File: src/rtl/rx_fifo.sv
`default_nettype none
// ============================================================================
//  Module   : rx_fifo
//  Brief    : Receive-side FIFO. The serial receiver pushes words over a
//             4-phase REQ/ACK handshake that crosses through a 2-flop
//             synchroniser. The APB side pops words with single-cycle strobes.
//             Also raises the watermark and sticky overrun interrupts.
//  Revision : 1.0 - initial release
// ============================================================================
module rx_fifo #(
  parameter int DATA_WIDTH   = 8,
  parameter int ADDR_WIDTH   = 2,
  parameter int RX_WATERMARK = 2
) (
  input  logic                  i_PCLK,
  input  logic                  i_CLEAR,
  input  logic [DATA_WIDTH-1:0] i_RXDATA,
  input  logic                  i_RX_VALID,
  output logic                  o_RX_ACK,
  input  logic                  i_PSEL,
  input  logic                  i_PWRITE,
  output logic [DATA_WIDTH-1:0] o_PRDATA,
  output logic [ADDR_WIDTH:0]   o_RX_LEVEL,
  output logic                  o_RX_NE,
  output logic                  o_RX_FULL,
  output logic                  o_SSPRXINTR,
  output logic                  o_SSPRORINTR,
  input  logic                  i_ROR_CLR
);

  localparam int                DEPTH  = 1 << ADDR_WIDTH;
  localparam int                LVL_W  = ADDR_WIDTH + 1;
  localparam logic [LVL_W-1:0]  C_FULL = LVL_W'(DEPTH);
  localparam logic [LVL_W-1:0]  C_WM   = LVL_W'(RX_WATERMARK);

  logic [DATA_WIDTH-1:0] mem_q [DEPTH];
  logic [ADDR_WIDTH-1:0] rd_ptr_q, rd_ptr_d;
  logic [ADDR_WIDTH-1:0] wr_ptr_q, wr_ptr_d;
  logic [LVL_W-1:0]      level_q, level_d;
  logic                  s1_q, s2_q;
  logic                  ack_q, ack_d;
  logic                  ror_q, ror_d;

  logic w_wr_stb, w_empty, w_full, w_pop, w_wr_ok, w_overrun;

  // Handshake edge detect and push/pop qualification
  always_comb begin
    w_wr_stb  = s1_q & ~s2_q;
    w_empty   = (level_q == '0);
    w_full    = (level_q == C_FULL);
    w_pop     = i_PSEL & ~i_PWRITE & ~w_empty;
    // A pop in the same cycle frees the slot the write needs
    w_wr_ok   = w_wr_stb & (~w_full | w_pop);
    w_overrun = w_wr_stb & w_full & ~w_pop;
  end

  // Next-state for pointers, level, ACK and the sticky overrun flag
  always_comb begin
    rd_ptr_d = rd_ptr_q;
    wr_ptr_d = wr_ptr_q;
    level_d  = level_q;
    ack_d    = ack_q;
    ror_d    = ror_q;
    if (w_pop)   rd_ptr_d = rd_ptr_q + 1'b1;
    if (w_wr_ok) wr_ptr_d = wr_ptr_q + 1'b1;
    case ({w_wr_ok, w_pop})
      2'b10:   level_d = level_q + 1'b1;
      2'b01:   level_d = level_q - 1'b1;
      default: level_d = level_q;
    endcase
    // ACK is given even for a dropped word so the receiver never stalls
    if (w_wr_stb)   ack_d = 1'b1;
    else if (!s1_q) ack_d = 1'b0;
    // Setting wins over a coincident clear
    if (w_overrun)      ror_d = 1'b1;
    else if (i_ROR_CLR) ror_d = 1'b0;
  end

  // Control state registers with asynchronous clear
  always_ff @(posedge i_PCLK or posedge i_CLEAR) begin
    if (i_CLEAR) begin
      rd_ptr_q <= '0;
      wr_ptr_q <= '0;
      level_q  <= '0;
      s1_q     <= 1'b0;
      s2_q     <= 1'b0;
      ack_q    <= 1'b0;
      ror_q    <= 1'b0;
    end else begin
      rd_ptr_q <= rd_ptr_d;
      wr_ptr_q <= wr_ptr_d;
      level_q  <= level_d;
      s1_q     <= i_RX_VALID;
      s2_q     <= s1_q;
      ack_q    <= ack_d;
      ror_q    <= ror_d;
    end
  end

  // Storage array; contents are don't-care until written, so no reset
  always_ff @(posedge i_PCLK) begin
    if (w_wr_ok) mem_q[wr_ptr_q] <= i_RXDATA;
  end

  // Status decode from the registered level; head word forced to 0 when empty
  always_comb begin
    o_RX_ACK     = ack_q;
    o_SSPRORINTR = ror_q;
    o_RX_LEVEL   = level_q;
    o_RX_NE      = ~w_empty;
    o_RX_FULL    = w_full;
    o_SSPRXINTR  = (level_q >= C_WM);
    o_PRDATA     = w_empty ? '0 : mem_q[rd_ptr_q];
  end

endmodule
`default_nettype wire

File: config.mk
export PLATFORM = sky130hd
export DESIGN_NAME = rx_fifo
export DESIGN_NICKNAME = d
export VERILOG_FILES = /design/src/rtl/rx_fifo.sv
export SDC_FILE = /design/constraint.sdc
export NUM_CORES = 1
export LEC_CHECK = 0
export CORE_UTILIZATION = 47
export CTS_CLUSTER_SIZE = 25
export DETAILED_ROUTE_END_ITERATION = 7
export GPL_ROUTABILITY_DRIVEN = 1
export PLACE_DENSITY = 0.74
export SETUP_SLACK_MARGIN = 0.4
export SYNTH_ARGS = -nofsm -noshare
export SYNTH_HDL_FRONTEND = slang
export SYNTH_SLANG_ARGS = --single-unit
File: constraint.sdc
create_clock -name i_PCLK -period 2.1 [get_ports i_PCLK]
set_input_delay 0.42 -clock i_PCLK [delete_from_list [all_inputs] [get_ports i_PCLK]]
set_output_delay 0.42 -clock i_PCLK [all_outputs]
set_load 0.1 [all_outputs]
==> run metrics <==
area of the core roughly 3700 um^2; IO Port Bufs 29; Crit Path Class reg -> out; Synth Area in Simple Gates 0.100; Place WS -0.288 ns; min cycle time layout approximately 2.1 ns; Mapped Cells approximately 120; vias 1,176; DR WL/cell 17.5 um; placed insts a little under 200; Startpoint Class flip-flop; Max-slew headroom 0.680; Mapped Area between 1500 and 2000 um^2; DRT iter0 DRCs between 40 and 50; first-pass GRT wire length 6150 um; fin cells ~220; nets 193; Slew Limit Fails 0; Yosys cell types 31; H-tree levels 2; CP Data Arrival Time 1.71 ns; remaining routing DRC violations 0; synth warn 0; sequential cell area around 1200 um^2; number of synthesized flops with an enable pin 32; worst r2r dst o_RX_LEVEL[1]$_DFFE_PP0P_; Worst-path clk slew around 0.080 ns; Seq/Total Area, Yosys 0.666; R2R setup slack -0.02 ns; total congestion overflow 0; reg2reg path depth 7; RePlAce Congestion approximately 0.88; violated checks setup timing; reg2reg start o_RX_LEVEL[0]$_DFFE_PP0P_; vias in the first global route around 1.3k; Slew @ Worst Pin between 0.4 and 0.5 ns; Adder-Cell Fraction of Synth Area 0.0377; main combinational cell family by area after synthesis multiplexers; mux share of post-synthesis cell area 0.103; root buffer cell clkbuf_8; Synth top area share 0.518; min-delay worst type in -> async; asr flop ratio synth 0.256; top_reg_cell synth edfxtp_1; Clock Path Buffers 2; Antenna Cells 0; Final setup viols 4; Post-Synth XOR/XNOR Area 0.0189; largest net degree at the start of global routing 15; compound-cell area share of the yosys netlist 0.0451; initial antenna violation count 0; drt first pass iters 4; post-route ant nets 0; critical path data required time approximately 1.7 ns; multi-input logic area roughly 680 um^2; status finished with violations; clock tree from TritonCTS built; cell taking the most area after synthesis edfxtp_1; Max Cap Viol 0; worst-path maximum fanout 5; Post-DP HPWL roughly 2400 um; Post-CTS Hold Fix Bufs 0; fillers about 220; Starting Density 0.500; synth cell count leaders edfxtp_1 (32), and2_1 (13), dfrtp_1 (11); CTS Buf Count 5; top area cells in the synthesized netlist edfxtp_1 (52%), dfrtp_1 (15%), mux4_2 (9.7%); Die H 64.9 um; synthesized flop and latch total 43; final wirelength roughly 3900 um; Die X 64.9 um; die area 4210 um^2; Final Skew a little over 0.007 ns; # IOs 30; layout cells sized above 1 0.486; drt via density 5.27; gr usage total 0.210; unrepaired setup endpoints after global routing yes; Max Freq 0.470 GHz; Syn Nets 137; count leader, synth edfxtp_1; CTS sink cnt 43; Skew-Pair Late Insertion Delay 0.30 ns; Final period util 1.01; Final Hold Fails 0; fin worst setup slack -0.0263 ns; # rows 22; Syn Area/Cell roughly 16 um^2; CP endpoint kind primary output; Area growth syn-to-layout 47.2%
## layout by cell type, fill, tap and decap left out, types with 2 or more instances in the layout
cell type,instances
clkdlybuf4s50_1,11
dfrtp_4,3
edfxtp_1,32
buf_4,16
o211ai_1,4
nand2_1,7
dlygate4sd2_1,2
nand2_4,2
ha_1,4
clkbuf_8,5
dfrtp_1,8
buf_12,11
inv_1,7
nor2_4,2
mux4_2,8
xnor2_1,3
or3_4,2
buf_6,12
and2_4,12
## metrics by stage
step,utilization,hold WS (ns),area [um^2],TNS (ns)
floorplan,-,0.272,1940,-1.95
global route,0.735,0.478,2730,-0.304
detailed placement,0.645,0.436,2400,-0.346
global placement,0.645,0.425,2400,-0.236
CTS,0.722,0.425,2680,0
finish,0.735,0.432,2730,-0.0607
## critical path, cell delays in order, from the launching register on
cell     delay, ns
dfrtp_4       0.50
or3_4         0.45
buf_6         0.14
and2_4        0.15
buf_12        0.16
## worst max path at each step
stage                                          from                        end
after detailed placement                   i_PWRITE  o_RX_LEVEL[2]$_DFFE_PP0P_
final                     o_RX_LEVEL[0]$_DFFE_PP0P_                o_PRDATA[7]
after floorplan           o_RX_LEVEL[1]$_DFFE_PP0P_  o_RX_LEVEL[1]$_DFFE_PP0P_
after global routing      o_RX_LEVEL[0]$_DFFE_PP0P_  o_RX_LEVEL[1]$_DFFE_PP0P_
after global placement                     i_PWRITE  o_RX_LEVEL[2]$_DFFE_PP0P_
after CTS                   rd_ptr_q[0]$_DFFE_PP0P_                o_PRDATA[4]
## flip-flops by register name, summed over array words and instances (netlist names)
register / flops
wr_ptr_q: 2
o_RX_ACK: 1
s2_q: 1
s1_q: 1
rd_ptr_q: 2
mem_q: 32
o_SSPRORINTR: 1
o_RX_LEVEL: 3
## cells by family (layout without fill, tap and decap cells)
kind of cell	after synthesis	count (layout)
compound gates	12	12
xor+xnor	4	4
fa+ha+maj	5	5
buf+inv	12	68
flops	43	43
mux	9	9
simple gates	33	34
## per-layer routing
metal | global-route usage | vias to the layer above | wire length [um]
met5 | 0 | - | 0
met4 | 0.0861 | 0 | 70
met3 | 0.0616 | 8 | 129
met2 | 0.371 | 23 | 2190
met1 | 0.233 | 598 | 1520
li1 | - | 547 | -
## repair_timing
action | 4_1_cts | 5_1_grt
gates resized for setup | 27 | 6
pin swaps | 12 | 7
cloned | 1 | 0
setup buffers | 12 | 4
endpoints found under the setup margin | 13 | 47
## layout make-up
class,count,share of cell area
well taps,48,0.0220
multi-input cells,64,0.248
clock inverters,3,0.0156
clock buffers,5,0.0252
flip-flops and latches,43,0.457
repair buffers,52,0.221
inverters,8,0.0124
Power is not shown: default switching activity piles up to over one toggle a cycle in this logic, so the estimate is an artifact.
